`config.mk`:
```
export PLATFORM = sky130hd
export DESIGN_NAME = alu_sequencer
export DESIGN_NICKNAME = d
export VERILOG_FILES = /design/src/rtl/alu_pkg.sv /design/src/rtl/alu_bit_slice.sv /design/src/rtl/alu_sequencer.sv
export SDC_FILE = /design/constraint.sdc
export NUM_CORES = 1
export LEC_CHECK = 0
export ABC_AREA = 0
export CAP_MARGIN = 30
export CORE_MARGIN = 2
export CORE_UTILIZATION = 45
export CTS_CLUSTER_DIAMETER = 100
export CTS_CLUSTER_SIZE = 28
export DETAILED_ROUTE_END_ITERATION = 7
export PLACE_DENSITY = 0.7
export SLEW_MARGIN = 20
export SYNTH_ARGS = -nofsm -noshare
export SYNTH_HDL_FRONTEND = slang
export SYNTH_HIERARCHICAL = 1
export SYNTH_SLANG_ARGS = --single-unit
export TNS_END_PERCENT = 1
```
`constraint.sdc`:
```
create_clock -name clk -period 10.3 [get_ports clk]
set_input_delay 1.545 -clock clk [delete_from_list [all_inputs] [get_ports clk]]
set_output_delay 1.545 -clock clk [all_outputs]
set_load 0.01 [all_outputs]
```
`src/rtl/alu_pkg.sv`:
```
// Shared definitions for the bit-serial ALU sequencer: op codes, FSM state
// encoding, default operand width and small op-classification helpers.
package alu_pkg;

    localparam int DEFAULT_WIDTH = 16;

    // Op codes presented on the op port.
    localparam logic [2:0] OP_AND = 3'b000;
    localparam logic [2:0] OP_OR  = 3'b001;
    localparam logic [2:0] OP_ADD = 3'b010;
    localparam logic [2:0] OP_SUB = 3'b110;
    localparam logic [2:0] OP_SLT = 3'b111;

    // Sequencer state encoding.
    localparam logic [1:0] ST_IDLE = 2'd0;
    localparam logic [1:0] ST_RUN  = 2'd1;
    localparam logic [1:0] ST_DONE = 2'd2;

    // True for the five codes the datapath implements.
    function automatic logic op_is_legal(input logic [2:0] op);
        logic legal;
        case (op)
            OP_AND, OP_OR, OP_ADD, OP_SUB, OP_SLT: legal = 1'b1;
            default:                               legal = 1'b0;
        endcase
        return legal;
    endfunction

    // True for ops computed as a + ~b + 1 (inverted b, carry-in of 1).
    function automatic logic op_uses_sub(input logic [2:0] op);
        return (op == OP_SUB) || (op == OP_SLT);
    endfunction

    // True for ops whose carry/overflow flags are reported.
    function automatic logic op_is_addsub(input logic [2:0] op);
        return (op == OP_ADD) || (op == OP_SUB);
    endfunction

endpackage

```
`src/rtl/alu_bit_slice.sv`:
```
// One-bit ALU slice: logic ops or a full-adder bit, depending on op.
// Any b inversion for subtraction is done by the caller.
module alu_bit_slice
    import alu_pkg::*;
(
    input  logic       a,
    input  logic       b,
    input  logic       ci,
    input  logic [2:0] op,
    output logic       r,
    output logic       co
);

    // Combinational bit result and carry-out for the selected op.
    always_comb begin
        r  = 1'b0;
        co = 1'b0;
        case (op)
            OP_AND: begin
                r  = a & b;
                co = 1'b0;
            end
            OP_OR: begin
                r  = a | b;
                co = 1'b0;
            end
            OP_ADD, OP_SUB, OP_SLT: begin
                r  = a ^ b ^ ci;
                co = (a & b) | (a & ci) | (b & ci);
            end
            default: begin
                r  = 1'b0;
                co = 1'b0;
            end
        endcase
    end

endmodule

```
`src/rtl/alu_sequencer.sv`:
```
// Bit-serial ALU controller. A legal start latches the operands and walks a
// single alu_bit_slice across them LSB first, one bit per RUN cycle, then
// raises done for one cycle with the result and flags held afterwards.
// Illegal op codes skip RUN and report err directly.
module alu_sequencer
    import alu_pkg::*;
#(
    parameter int WIDTH = DEFAULT_WIDTH
) (
    input  logic             clk,
    input  logic             rst_n,
    input  logic             start,
    input  logic [2:0]       op,
    input  logic [WIDTH-1:0] a,
    input  logic [WIDTH-1:0] b,
    output logic             busy,
    output logic             done,
    output logic [WIDTH-1:0] result,
    output logic             zero,
    output logic             carry,
    output logic             ovf,
    output logic             err
);

    localparam int            CW   = (WIDTH > 1) ? $clog2(WIDTH) : 1;
    localparam logic [CW-1:0] LAST = CW'(WIDTH - 1);

    logic [1:0]       state_r, state_s;
    logic [CW-1:0]    cnt_r, cnt_s;
    logic             cy_r, cy_s;
    logic [WIDTH-1:0] a_r, a_s;
    logic [WIDTH-1:0] b_r, b_s;
    logic [2:0]       op_r, op_s;
    logic [WIDTH-1:0] result_r, result_s;
    logic [WIDTH-1:0] fin_s;
    logic             busy_r, busy_s;
    logic             done_r, done_s;
    logic             zero_r, zero_s;
    logic             carry_r, carry_s;
    logic             ovf_r, ovf_s;
    logic             err_r, err_s;

    logic             slice_a_s;
    logic             slice_b_s;
    logic             slice_r_s;
    logic             slice_co_s;

    assign slice_a_s = a_r[cnt_r];
    assign slice_b_s = op_uses_sub(op_r) ? ~b_r[cnt_r] : b_r[cnt_r];

    alu_bit_slice u_slice (
        .a  (slice_a_s),
        .b  (slice_b_s),
        .ci (cy_r),
        .op (op_r),
        .r  (slice_r_s),
        .co (slice_co_s)
    );

    // Next-state, datapath and flag computation for all three states.
    always_comb begin
        state_s  = state_r;
        cnt_s    = cnt_r;
        cy_s     = cy_r;
        a_s      = a_r;
        b_s      = b_r;
        op_s     = op_r;
        result_s = result_r;
        zero_s   = zero_r;
        carry_s  = carry_r;
        ovf_s    = ovf_r;
        err_s    = err_r;
        fin_s    = result_r;
        case (state_r)
            ST_IDLE: begin
                if (start) begin
                    if (op_is_legal(op)) begin
                        state_s = ST_RUN;
                        a_s     = a;
                        b_s     = b;
                        op_s    = op;
                        cnt_s   = '0;
                        cy_s    = op_uses_sub(op);
                        err_s   = 1'b0;
                    end else begin
                        state_s  = ST_DONE;
                        result_s = '0;
                        zero_s   = 1'b0;
                        carry_s  = 1'b0;
                        ovf_s    = 1'b0;
                        err_s    = 1'b1;
                    end
                end else begin
                    state_s = ST_IDLE;
                end
            end
            ST_RUN: begin
                fin_s        = result_r;
                fin_s[cnt_r] = slice_r_s;
                cy_s         = slice_co_s;
                cnt_s        = cnt_r + CW'(1);
                if (cnt_r == LAST) begin
                    // MSB step: carry register holds the carry into the MSB.
                    state_s = ST_DONE;
                    cnt_s   = '0;
                    if (op_r == OP_SLT) begin
                        fin_s    = '0;
                        fin_s[0] = slice_r_s ^ (cy_r ^ slice_co_s);
                        carry_s  = 1'b0;
                        ovf_s    = 1'b0;
                    end else if (op_is_addsub(op_r)) begin
                        carry_s = slice_co_s;
                        ovf_s   = cy_r ^ slice_co_s;
                    end else begin
                        carry_s = 1'b0;
                        ovf_s   = 1'b0;
                    end
                    zero_s = (fin_s == '0);
                end else begin
                    state_s = ST_RUN;
                end
                result_s = fin_s;
            end
            ST_DONE: begin
                state_s = ST_IDLE;
            end
            default: begin
                state_s = ST_IDLE;
                cnt_s   = '0;
            end
        endcase
        busy_s = (state_s == ST_RUN);
        done_s = (state_s == ST_DONE);
    end

    // State and registered outputs; rst_n aborts any operation immediately.
    always_ff @(posedge clk or negedge rst_n) begin
        if (!rst_n) begin
            state_r  <= ST_IDLE;
            cnt_r    <= '0;
            cy_r     <= 1'b0;
            a_r      <= '0;
            b_r      <= '0;
            op_r     <= OP_AND;
            result_r <= '0;
            busy_r   <= 1'b0;
            done_r   <= 1'b0;
            zero_r   <= 1'b0;
            carry_r  <= 1'b0;
            ovf_r    <= 1'b0;
            err_r    <= 1'b0;
        end else begin
            state_r  <= state_s;
            cnt_r    <= cnt_s;
            cy_r     <= cy_s;
            a_r      <= a_s;
            b_r      <= b_s;
            op_r     <= op_s;
            result_r <= result_s;
            busy_r   <= busy_s;
            done_r   <= done_s;
            zero_r   <= zero_s;
            carry_r  <= carry_s;
            ovf_r    <= ovf_s;
            err_r    <= err_s;
        end
    end

    assign busy   = busy_r;
    assign done   = done_r;
    assign result = result_r;
    assign zero   = zero_r;
    assign carry  = carry_r;
    assign ovf    = ovf_r;
    assign err    = err_r;

endmodule
```
# After elaboration in Yosys (flattened, before gate mapping)
# Cells that the tools add are included.
# W data, S select, Z words.
dict set report totals {
  reg_bits 64
  input_bits 38
}
dict set report classes {
  n_addsub 1
  order_cmp 2
  eq_ne 17
  muxes 44
  n_bitwise 12
  reduce_logical 17
}
# cell count
set ops {}
lappend ops {{$mux W16} 6}
lappend ops {{$pmux W16 S2} 1}
lappend ops {{$mux W1} 20}
lappend ops {{$bwmux W16} 1}
lappend ops {{$logic_not A16 Y1} 1}
lappend ops {{$eq A3 B3 Y1 const B} 4}
lappend ops {{$mux W4} 3}
lappend ops {{$pmux W4 S3} 1}
lappend ops {{$reduce_and A3 Y1} 4}
lappend ops {{$bmux W1 S4} 2}
lappend ops {{$ne A2 B2 Y1 const B} 4}
lappend ops {{$pmux W1 S2} 4}
lappend ops {{$eq A3 B1 Y1 const B} 2}
lappend ops {{$eq A3 B2 Y1 const B} 2}
lappend ops {{$logic_not A3 Y1} 2}
lappend ops {{$mux W2} 3}
lappend ops {{$lt A4 B5 Y1 const B} 1}
lappend ops {{$reduce_or A5 Y1} 1}
lappend ops {{$add A4 B1 Y4 const B} 1}
lappend ops {{$demux W1 S4} 1}
lappend ops {{$eq A2 B1 Y1 const B} 2}
lappend ops {{$eq A2 B2 Y1 const B} 2}
lappend ops {{$eq A4 B4 Y1 const B} 1}
lappend ops {{$ge A4 B1 Y1 const B} 1}
lappend ops {{other kinds (13)} 23}

# Depth between registers and ports, before layout
# Gate-level depths: netlist of the first run.
dict set report depth {
  word_depth 16
  mapped_depth 14
  mapped_depth_nobuf 12
}

# Cells and area by module
# The synthesis of the first run kept the hierarchy.
# module n_inst cells_per_inst area_per_inst_um2 seq_area_each_um2
set modules_own_cells {}
lappend modules_own_cells {alu_sequencer 1 292 3342.0 1601.5}
lappend modules_own_cells {alu_bit_slice 1 12 98.8 0.0}

# Worst setup path after synthesis of the first run
# No wires, ideal clock.
dict set report synth_timing {
  path_kind {register to register}
  startpoint {register cnt_r[0]}
  endpoint {register zero_r, in the netlist zero}
  setup_time_ps 92
  t_arrival_ps 3447
  required_time_ps 10208
  path_slack_ps 6761
  stages_incl_launch_ff 13
  n_path_buf 2
  path_cell_list {dfrtp_1 buf_6 mux4_2 mux4_2 xnor2_1 inv_1 fa_1 o32ai_2 clkbuf_1 nor2b_1 a21oi_1 or4_4 o31ai_2}
}
dict set report synth_via {
  word_cells_on_any_way 33
  cone_classes {2 x order compare; 2 x eq/ne; 15 x mux; 11 x bitwise; 3 x reduce/logical}
}
# item line
set synth_rtl {}
lappend synth_rtl {{start, declared} alu_sequencer.sv:29} ;# logic [CW-1:0] cnt_r, cnt_s;
lappend synth_rtl {{start signal, assigned} alu_sequencer.sv:154} ;# cnt_r <= cnt_s;
lappend synth_rtl {{$bmux W1 S4 *} alu_sequencer.sv:49} ;# assign slice_b_s = op_uses_sub(op_r) ? ~b_r[cnt_r] : b_r[cnt_r];
lappend synth_rtl {{$mux W1 (not written as such) *} alu_sequencer.sv:49}
lappend synth_rtl {{$not A1 Y1} alu_sequencer.sv:49}
lappend synth_rtl {{$mux W1 *} alu_sequencer.sv:49}
lappend synth_rtl {{named net slice_b_s} alu_sequencer.sv:44} ;# logic slice_b_s;
lappend synth_rtl {{$xor A1 B1 Y1 (2 in series)} alu_bit_slice.sv:28} ;# r = a ^ b ^ ci;
lappend synth_rtl {{$pmux W1 S3 *} alu_bit_slice.sv:18} ;# case (op)
lappend synth_rtl {{named net slice_r_s} alu_sequencer.sv:45} ;# logic slice_r_s;
lappend synth_rtl {{$bwmux W16 / $xor A1 B1 Y1 (equally long branches)} {alu_sequencer.sv:99, alu_sequencer.sv:108}}
lappend synth_rtl {{$mux W16 *} alu_sequencer.sv:106} ;# if (op_r == OP_SLT) begin
lappend synth_rtl {{$mux W16 *} alu_sequencer.sv:102} ;# if (cnt_r == LAST) begin
lappend synth_rtl {{$mux W16 *} alu_sequencer.sv:74} ;# case (state_r)
lappend synth_rtl {{$logic_not A16 Y1 *} alu_sequencer.sv:118} ;# zero_s = (fin_s == '0);
lappend synth_rtl {{$mux W1 *} alu_sequencer.sv:102}
lappend synth_rtl {{$pmux W1 S2 *} alu_sequencer.sv:74}
lappend synth_rtl {{end signal, assigned} alu_sequencer.sv:162} ;# zero_r <= zero_s;
lappend synth_rtl {{end, declared} alu_sequencer.sv:38} ;# logic zero_r, zero_s;
# Mark *: on every way through the listed nets, which the timed path passes. The rest lies on a longest branch. The select of a mux whose other input is x is not followed.
# A chain may end at the register's enable or synchronous reset.

# Worst setup path after layout of the first run
dict set report layout_timing {
  startpoint {register cnt_r[0]}
  endpoint {register result_r[13], in the netlist result[13]}
}
dict set report layout_via {
  elab_chain_len 13
  word_cells_on_any_way 23
  cone_classes {2 x order compare; 1 x eq/ne; 14 x mux; 5 x bitwise; 1 x reduce/logical}
}
# item line
set layout_lines {}
lappend layout_lines {{$bmux W1 S4 *} alu_sequencer.sv:49}
lappend layout_lines {{$mux W1 (not written as such) *} alu_sequencer.sv:49}
lappend layout_lines {{$not A1 Y1} alu_sequencer.sv:49}
lappend layout_lines {{$mux W1 *} alu_sequencer.sv:49}
lappend layout_lines {{named net slice_b_s} alu_sequencer.sv:44}
lappend layout_lines {{$xor A1 B1 Y1 (2 in series)} alu_bit_slice.sv:28}
lappend layout_lines {{$pmux W1 S3 *} alu_bit_slice.sv:18}
lappend layout_lines {{named net slice_r_s} alu_sequencer.sv:45}
lappend layout_lines {{$bwmux W16 *} alu_sequencer.sv:99} ;# fin_s[cnt_r] = slice_r_s;
lappend layout_lines {{$mux W16} alu_sequencer.sv:106}
lappend layout_lines {{$mux W16} alu_sequencer.sv:102}
lappend layout_lines {{$mux W16} alu_sequencer.sv:74}
lappend layout_lines {{$mux W16 *} alu_sequencer.sv:102}
lappend layout_lines {{$pmux W16 S2 *} alu_sequencer.sv:74}
lappend layout_lines {{end signal, assigned} alu_sequencer.sv:159} ;# result_r <= result_s;
lappend layout_lines {{end, declared} alu_sequencer.sv:34} ;# logic [WIDTH-1:0] result_r, result_s;
# Marks and branches as above.

==> results.py, run 1 <==
metrics = {
    "layout": {
        "finalNetCount": 405,
        "antenna_cells": 0,
        "fillerInstances": 621,
        "instances_no_fill": 462,
        "postLayoutCellArea_sq_um": 4240,
        "final_layout_size_suffix_gt1_share_pct": 12.1,
        "area.growth.synth_to_final_pct": 23.2,
    },
    "clocking": {
        "cts_hold_buf": 0,
        "htreeDepth": 3,
        "cts_tree": "done",
        "cts_sinks": 64,
        "cts_resized": 0,
        "cts_setup_buffers": 0,
        "clk_path_buf_depth": 2,
        "insertion_delay_ps": 340,
        "cts_buffers": 9,
        "path_clk_slew_ps": 60,
        "root_buffer": "clkbuf_8",
    },
    "critical_path": {
        "required_ps": 10580,
        "crit_arrival_ps": 4170,
        "crit_type": "flop to flop",
        "r2r_start": "cnt_r[0]",
        "cp-end-kind": "flop",
        "cp-start-kind": "flop",
        "reg2reg_slack_ps": 6410,
        "r2r-end": "result[13]",
        "reg2reg_depth": 12,
        "crit_fanout": 15,
    },
    "power": {
        "power_density_nw_per_um2": 281,
        "internal_power_w": 0.000744,
        "seqPwrFrac_pct": 36.9,
        "p_leak_nw": 1.83,
        "ir_worst_vdd_uv": 113,
        "netSwitchingPower_w": 0.000448,
        "swShare_pct": 37.6,
        "p_comb_share_pct": 44.8,
        "clock_power_share_pct": 18.3,
    },
    "sta": {
        "worst_pin_slew_ps": 783,
        "rsz0062_at_grt": "no",
        "relSlewSlack_pct": 47.8,
        "finalMaxSlewViolations": 0,
        "hold_violations": 0,
        "fmax_mhz": 257,
        "min_period_over_period_pct": 37.8,
        "setup_viol": 0,
        "fin_worst_skew_ps": 7.35,
        "tns_ps": 0,
        "post-route-min-period_ps": 3890,
    },
    "grt": {
        "grt_pass1_wl_mm": 12.2,
        "grt_start_max_net_pins": 65,
        "grt_overflow_total": 0,
        "grt_antenna_before_repair": 0,
        "grtUsageTotal_pct": 18.6,
        "grt_pass1_vias": 2507,
    },
    "floorplan": {
        "placementRows": 31,
        "die_w_um": 91.4,
        "die_h_um": 91.4,
        "io_pins": 60,
        "core-area_sq_um": 7330,
        "dieArea_sq_um": 8360,
        "initial_core_util_pct": 46.9,
    },
    "yosys": {
        "synthTopCellsByArea": "dfrtp_1 (47%), mux2_1 (8.5%), mux4_1 (4.6%)",
        "ys_warn_count": 6,
        "synth_enable_flop_cells": 0,
        "synth_nets": 351,
        "synth.distinct_cells": 52,
        "netlist_area_sq_um": 3440,
        "synthArstFlopShare_pct": 100,
        "postSynthAreaPerCell_sq_um": 11.3,
        "ys_ff_latch": 64,
        "synth_top_flop_cell": "dfrtp_1",
        "synth_top_area_cell": "dfrtp_1",
        "synth_cells": 304,
        "synth.top_cell.area_share_pct": 46.5,
        "ys_seq_area_share_pct": 46.5,
    },
    "route": {
        "wl_per_cell_um": 15.4,
        "viasPerCell": 5.49,
        "drt-initial-drc-count": 157,
        "wl_mm": 7.12,
        "vias": 2536,
        "ant_nets": 0,
        "dr.pass1.iters": 4,
        "drc": 0,
    },
    "worst_hold_path": {
        "whs_path_depth": 1,
        "hold_path.startpoint": "a_r[12]",
        "worst_hold_path.endpoint": "a_r[12]",
        "hold_class": "flop to flop",
    },
    "job": {
        "cap_violations": 0,
    },
    "outcome": {
        "status": "finished, final reports clean",
    },
    "placed_design": {
        "dp_hpwl_mm": 5.03,
        "place.gp.congestion": 0.823,
        "port-buffer-count": 59,
        "placed_area_sq_um": 4040,
        "place_inst": 446,
    },
}
cell usage after synthesis, types with 2 or more instances:
cell / number
dfrtp_1: 64
nand2_1: 39
mux2_1: 26
o21ai_0: 24
a21oi_1: 14
nor2_1: 13
mux2_2: 11
clkbuf_1: 8
ha_1: 8
inv_1: 8
a31oi_1: 7
buf_6: 7
mux4_1: 6
nand2b_1: 5
nor2b_1: 5
o22ai_1: 5
a211oi_1: 4
mux4_2: 4
nand3_1: 4
xnor2_1: 4
a22o_1: 2
buf_2: 2
buf_4: 2
nor3_1: 2
or2_1: 2
or2_2: 2
worst max-delay path: stages, from the launching register on:
cell      delay (ps)
dfrtp_1          740
mux4_1           630
mux4_2           490
xnor2_1          200
inv_1            100
ha_1             190
nor2b_2          100
a21oi_1           50
o32ai_2          490
o211ai_1         350
nor2_1           290
nand2_1           80
nand2_1           90
power by group through the flow:
stage | registers, W | logic, W | clock network, W
floorplan | 0.000405 | 0.000432 | 0
global placement | 0.000443 | 0.000516 | 0
detailed placement | 0.000447 | 0.000534 | 0
CTS | 0.000442 | 0.000535 | 0.000224
global route | 0.000456 | 0.000590 | 0.000238
finish | 0.000440 | 0.000534 | 0.000218
logic make-up after synthesis:
group                      Yosys count  share of synthesized area, %
xor gates and xnor gates             5                          1.27
DFF                                 64                          46.5
buffers and inverters               27                          4.76
and+or+nand+nor                     83                          12.1
adders and majority gates            9                          3.49
muxes                               48                          19.6
AOI/OAI and AO/OA                   68                          12.2
final cells by class:
class	count	area [sq um]	area share [%]
Clock buffer	13	159	3.75
Clock inverter	3	40.0	0.945
Inverter	8	30.0	0.709
Multi-Input combinational cell	213	1680	39.5
Sequential cell	64	1600	37.8
Tap cell	99	124	2.92
Timing Repair Buffer	62	608	14.3
flip-flops by register name (all words and copies together), names as in the netlist:
register and count:
a_r 16, done 1, state_r 2, op_r 3
busy 1, cnt_r 4, b_r 16, cy_r 1
ovf 1, carry 1, zero 1, err 1
result 16
worst max-delay path by stage:
stage / from / to / slack, ps / depth (start not counted)
finish: cnt_r[0] / result[13] / 6410 / 12
detailed placement: cnt_r[0] / zero / 6410 / 10
global route: cnt_r[0] / result[10] / 6090 / 12
CTS: cnt_r[0] / zero / 6410 / 10
floorplan: cnt_r[0] / zero / 6760 / 12
global placement: cnt_r[0] / zero / 6510 / 10
through the flow:
stage | utilization [%] | power (W) | hold WS (ps) | worst slack [ps]
6_report | 57.8 | 0.00119 | 482 | 6410
5_1_grt | 57.8 | 0.00128 | 501 | 6090
4_1_cts | 57.8 | 0.00120 | 489 | 6410
3_5_place_dp | 55.1 | 0.000981 | 473 | 6410
3_3_place_gp | 55.1 | 0.000958 | 461 | 6510
2_1_floorplan | - | 0.000837 | 449 | 6760
layer usage:
metal,part of all wire (%),wire length [um],track usage [%],vias to the layer above
met5,0,0,0,-
met4,1.6,113,9.09,0
met3,5.1,362,3.82,9
met2,47,3350,28.2,78
met1,46,3290,25.4,1242
li1,-,-,-,1207
layout by cell type (no fill, tap or decap), drive strengths merged, types with 2 or more instances in the layout:
| cell | Yosys | routed |
|---|---|---|
| or3b | 2 | 2 |
| a22o | 2 | 2 |
| o21ai | 25 | 25 |
| clkinv | 0 | 2 |
| ha | 8 | 8 |
| mux2 | 37 | 37 |
| mux4 | 10 | 10 |
| nor2 | 13 | 13 |
| clkbuf | 8 | 13 |
| nand3 | 5 | 5 |
| or2 | 4 | 4 |
| xnor2 | 4 | 4 |
| nand2 | 39 | 39 |
| buf | 11 | 4 |
| a211oi | 4 | 4 |
| nand2b | 6 | 6 |
| inv | 8 | 8 |
| a21o | 2 | 2 |
| dfrtp | 64 | 64 |
| o22ai | 5 | 5 |
| nor3 | 2 | 2 |
| a21oi | 15 | 15 |
| nor2b | 6 | 6 |
| clkdlybuf4s50 | 0 | 58 |
| a31oi | 7 | 7 |
(Power assumes the default switching activity.)
==> run 2, diff against run 1 <==
Clock period 10.3 ns to 3.7 ns, I/O delays scaled along.
==> run 2 against run 1 <==
Net effect:
- critical path type unchanged
- sequential cell count unchanged
- register-to-register slack got worse by 6100 ps
- highest routed layer unchanged
- critical endpoint is now zero
- count of clock-buffer cells in the layout unchanged
- hold slack got worse by 290 ps
- global-route usage decreased by 0.57 points
- critical path depth decreased by 2
- die area unchanged
- cell count increased by 1.1%
- utilization increased by 0.87 points
- largest power group unchanged
- wire length increased by 0.41%
- sequential power increased to 2.7 times the previous value
- via count increased by 0.24%
==> results.py, run 2 (synthesis gave the netlist of run 1 again) <==
metrics = {
    "layout": {
        "finalNetCount": 411,
        "fillerInstances": 616,
        "final_common_cell": "dfrtp_1",
        "layout_common_cells": "dfrtp_1 (63), clkdlybuf4s50_1 (58), nand2_1 (39)",
        "antenna_cells": 0,
        "seq_area_sq_um": 1600,
        "area.growth.synth_to_final_pct": 25.0,
        "multi_input_area_sq_um": 1690,
        "final_layout_size_suffix_gt1_share_pct": 14.9,
        "instances_no_fill": 467,
    },
    "grt": {
        "grt_pass1_wl_mm": 12.0,
        "met2_usage_pct": 28.8,
        "grt_use_met3_pct": 5.31,
        "grtUsageTotal_pct": 18.0,
        "grt_pass1_vias": 2489,
        "grt_antenna_before_repair": 0,
        "use_met1_pct": 23.7,
        "grt_start_max_net_pins": 43,
        "grt.busiest_layer": "met2",
        "grt_overflow_total": 0,
    },
    "route": {
        "viasPerCell": 5.44,
        "ant_nets": 0,
        "drc": 0,
        "drt-initial-drc-count": 134,
        "vias": 2542,
        "wl_mm": 7.15,
        "dr.pass1.iters": 4,
        "wl_per_cell_um": 15.3,
    },
    "power": {
        "p_leak_nw": 1.86,
        "power_density_nw_per_um2": 797,
        "ir_worst_vdd_uv": 389,
        "power.total_w": 0.00343,
    },
    "sta": {
        "fin_worst_skew_ps": 5.38,
        "min_period_over_period_pct": 92.2,
        "hold_violations": 0,
        "relSlewSlack_pct": 57.9,
        "worst_pin_slew_ps": 629,
        "finalMaxSlewViolations": 0,
        "setup_viol": 0,
        "tns_ps": 0,
        "rsz0062_at_grt": "no",
        "hold_slack_ps": 191,
        "post-route-min-period_ps": 3410,
        "fmax_mhz": 293,
    },
    "floorplan": {
        "initial_core_util_pct": 46.9,
        "placementRows": 31,
        "die_h_um": 91.4,
        "dieArea_sq_um": 8360,
        "core-area_sq_um": 7330,
        "io_pins": 60,
        "die_w_um": 91.4,
    },
    "worst_hold_path": {
        "hold_class": "input port to asynchronous set/reset pin",
    },
    "critical_path": {
        "crit_fanout": 5,
        "crit_arrival_ps": 3660,
        "slowest_stage": "mux4_1",
        "crit_path_cell_trace": "mux4_1 > mux4_2 > xnor2_1 > inv_1 > fa_1 > o32ai_2 > nor2b_1 > a21oi_1 > or4_4 > o31ai_2",
        "crit_type": "flop to flop",
        "cp-start-kind": "flop",
        "required_ps": 3950,
        "cp_slowest_stage_delay_ps": 580,
        "cp-end-kind": "flop",
    },
    "clocking": {
        "cts_sinks": 64,
        "cts_tree": "done",
        "htreeDepth": 3,
        "cts_buffers": 9,
        "root_buffer": "clkbuf_8",
        "clk_path_buf_depth": 2,
        "path_clk_slew_ps": 70,
        "insertion_delay_ps": 340,
    },
    "outcome": {
        "status": "finished, final reports clean",
    },
    "job": {
        "cap_violations": 0,
    },
    "placed_design": {
        "dp_hpwl_mm": 5.22,
        "port-buffer-count": 59,
        "place_inst": 450,
        "place.gp.congestion": 0.847,
    },
}
==> run 2: metal layers <==
layer / routed length, um / share of wire (%)
met1: 3270 / 46
met2: 3470 / 49
met3: 331 / 4.6
met4: 82 / 1.1
met5: 0 / 0
==> run 2: repair_timing <==
| action | CTS | global route |
|---|---|---|
| resized for setup | 0 | 5 |
| endpoints found under the setup margin | 0 | 14 |
| setup buffers | 0 | 2 |
| hold buffers | 0 | 0 |
==> run 2: area by class of cell <==
cell class,instances,area share (%)
well taps,99,2.88
repair buffers,68,15.2
multi-input cells,213,39.2
inverters,8,0.698
flip-flops and latches,64,37.3
clock buffers,13,3.93
clock inverters,2,0.873
==> run 2: final timing paths <==
path	slack, ps	depth (start not counted)	from	end
max	290	10	cnt_r[0]	zero
min	190	1	rst_n	result[2]
max reg2reg	290	10	cnt_r[0]	zero
min reg2reg	480	1	b_r[13]	b_r[13]
max in group asynchronous	2560	2	rst_n	cnt_r[0]
min in group clk	480	1	b_r[13]	b_r[13]
==> run 2: where the power goes <==
part	leakage (nW)	internal, W	switching (W)	total, W
registers	0.805	0.000972	0.000207	0.00118
clock network	0.102	0.000363	0.000257	0.000620
logic	0.950	0.000826	0.000805	0.00163
total	1.86	0.00216	0.00127	0.00343
==> run 2: worst max-delay path, delay by kind of cell (launching register included) <==
family	cells	cell delay (ps)
adders and majority gates	1	530
buffers and inverters	1	110
and+or+nand+nor	2	660
DFF	1	430
muxes	2	1060
AOI/OAI and AO/OA	3	340
xor gates and xnor gates	1	190
==> run 2: metrics by stage <==
stage                     util [%]  setup slack, ps  area (sq um)
after floorplan                  -              161          3440
after global placement        55.5              335          4070
after detailed placement      55.5              221          4070
after CTS                     58.3              204          4280
after global routing          58.7             12.9          4300
final                         58.7              289          4300
==> run 3, diff against run 2 <==
Settings changed: PLACE_DENSITY 0.7 to 0.72.
Clock period 3.7 ns to 3 ns, I/O delays scaled along.
==> run 3 against run 2 <==
Net effect:
- the flow now finishes with violations (negative setup slack)
- cell count up 1.9%
- critical endpoint unchanged
- global-route usage increased by 0.92 points
- sequential cell count did not move
- via count up 4.6%
- cell area rose by 1.7%
- hold slack lost 38 ps
- power rose by 27%
- sequential share of layout area shrank 0.62 points
- critical path depth stayed put
- first-iteration DRC count fell by 27%
- combinational power is 33% higher
==> results.py, run 3 (synthesis gave the netlist of run 1 again) <==
metrics = {
    "sta": {
        "finalMaxSlewViolations": 0,
        "hold_violations": 0,
        "worst_pin_slew_ps": 723,
        "hold_slack_ps": 153,
        "fin_worst_skew_ps": 8.79,
        "fmax_mhz": 304,
        "finalWorstSetupSlack_ps": -285,
        "post-route-min-period_ps": 3290,
        "rsz0062_at_grt": "yes",
        "relSlewSlack_pct": 51.8,
        "min_period_over_period_pct": 110,
        "setup_viol": 18,
    },
    "floorplan": {
        "placementRows": 31,
        "io_pins": 60,
        "core-area_sq_um": 7330,
        "initial_core_util_pct": 46.9,
        "die_w_um": 91.4,
        "dieArea_sq_um": 8360,
        "die_h_um": 91.4,
    },
    "placed_design": {
        "port-buffer-count": 59,
        "place_inst": 458,
        "dp_hpwl_mm": 5.39,
        "place.gp.congestion": 0.861,
    },
    "critical_path": {
        "required_ps": 3260,
        "cp-start-kind": "flop",
        "r2r_start": "cnt_r[0]",
        "crit_type": "flop to flop",
        "crit_arrival_ps": 3550,
        "reg2reg_slack_ps": -290,
        "reg2reg_depth": 10,
        "cp-end-kind": "flop",
        "setup.worst_path.start": "cnt_r[0]",
        "crit_fanout": 6,
        "r2r-end": "zero",
    },
    "grt": {
        "grtUsageTotal_pct": 19.0,
        "grt_pass1_wl_mm": 12.6,
        "grt_start_max_net_pins": 38,
        "grt_antenna_before_repair": 0,
        "grt_overflow_total": 0,
        "grt_pass1_vias": 2665,
    },
    "route": {
        "dr.pass1.iters": 4,
        "vias": 2660,
        "viasPerCell": 5.59,
        "wl_per_cell_um": 15.4,
        "wl_mm": 7.34,
        "drt-initial-drc-count": 98,
        "ant_nets": 0,
        "drc": 0,
    },
    "worst_hold_path": {
        "hold_class": "input port to asynchronous set/reset pin",
    },
    "power": {
        "ir_worst_vdd_uv": 397,
        "netSwitchingPower_w": 0.00163,
        "p_comb_share_pct": 49.8,
        "power_density_nw_per_um2": 996,
        "p_leak_nw": 1.90,
        "internal_power_w": 0.00273,
        "swShare_pct": 37.4,
        "clock_power_share_pct": 16.8,
        "seqPwrFrac_pct": 33.4,
    },
    "layout": {
        "fillerInstances": 590,
        "instances_no_fill": 476,
        "multi_input_area_sq_um": 1690,
        "layout_common_cells": "dfrtp_1 (63), clkdlybuf4s50_1 (58), nand2_1 (39)",
        "final_layout_size_suffix_gt1_share_pct": 17.0,
        "final_common_cell": "dfrtp_1",
        "seq_area_sq_um": 1600,
        "antenna_cells": 0,
        "area.growth.synth_to_final_pct": 27.1,
        "finalNetCount": 419,
    },
    "clocking": {
        "cts_tree": "done",
        "cts_buffers": 9,
        "htreeDepth": 3,
        "cts_sinks": 64,
        "insertion_delay_ps": 350,
        "root_buffer": "clkbuf_8",
        "clk_path_buf_depth": 2,
        "path_clk_slew_ps": 70,
    },
    "outcome": {
        "status": "complete, but fails checks",
        "violations": "negative setup slack",
    },
    "job": {
        "cap_violations": 0,
    },
}
## run 3: changes by cell type in the layout (fill, tap and decap cells not counted), moves of 2 or more
cell,change
xnor2_2,+2
nor2_1,+4
mux4_1,-2
xnor2_1,-2
nor2_2,-4
clkbuf_8,-3
buf_12,+2
mux4_2,+2
buf_4,+6
## run 3: metrics by stage
step	util, %	area, sq um	worst slack (ps)	setup TNS, ps	power, W
after floorplan	-	3450	-441	-1630	0.00291
after global placement	56.8	4160	-272	-3290	0.00349
after detailed placement	56.8	4160	-376	-4910	0.00357
after CTS	59.5	4360	-321	-4500	0.00434
after global routing	59.7	4370	-489	-7550	0.00469
final	59.7	4370	-285	-3860	0.00436
## run 3: worst max-delay path: stages, from the launching register on
cell	delay [ps]
dfrtp_2	450
mux4_2	510
mux4_2	520
xnor2_2	150
inv_1	80
fa_1	500
o32ai_2	80
nor2b_1	160
a21oi_1	80
or4_4	480
o31ai_2	180
## run 3: worst max path at each step
stage | endpoint | slack, ps
floorplan | zero | -440
global placement | zero | -270
detailed placement | zero | -380
CTS | zero | -320
global route | zero | -490
finish | zero | -290
## run 3: area by class of cell
cell class,instances,area share [%]
Clock buffer,11,3.00
Inverter,8,0.686
Timing Repair Buffer,76,16.9
Multi-Input combinational cell,213,38.6
Tap cell,99,2.83
Sequential cell,64,36.6
Clock inverter,5,1.34
## run 3: power groups by stage
| stage | registers (W) | logic [W] | clock network (W) |
|---|---|---|---|
| after detailed placement | 0.00147 | 0.00210 | 0 |
| final | 0.00145 | 0.00217 | 0.000732 |
| after global routing | 0.00151 | 0.00239 | 0.000793 |
| after CTS | 0.00146 | 0.00213 | 0.000747 |
| after global placement | 0.00145 | 0.00204 | 0 |
| after floorplan | 0.00139 | 0.00152 | 0 |
## run 3: repair_timing
item / in CTS / in global routing
buffers inserted: 1 / 1
cloned: 0 / 0
hold endpoints to repair: 0 / 0
endpoints found under the setup margin: 18 / 18
pin swaps: 4 / 1
gates resized for setup: 3 / 1
hold buffers: 0 / 0
## run 3: per-layer routing
| layer | up-vias | GRT usage (%) | part of all wire, % |
|---|---|---|---|
| met5 | - | 0 | 0 |
| met3 | 17 | 3.90 | 6.7 |
| met2 | 108 | 29.7 | 48 |
| met4 | 0 | 10.2 | 2.6 |
| met1 | 1305 | 24.7 | 43 |
| li1 | 1230 | - | - |
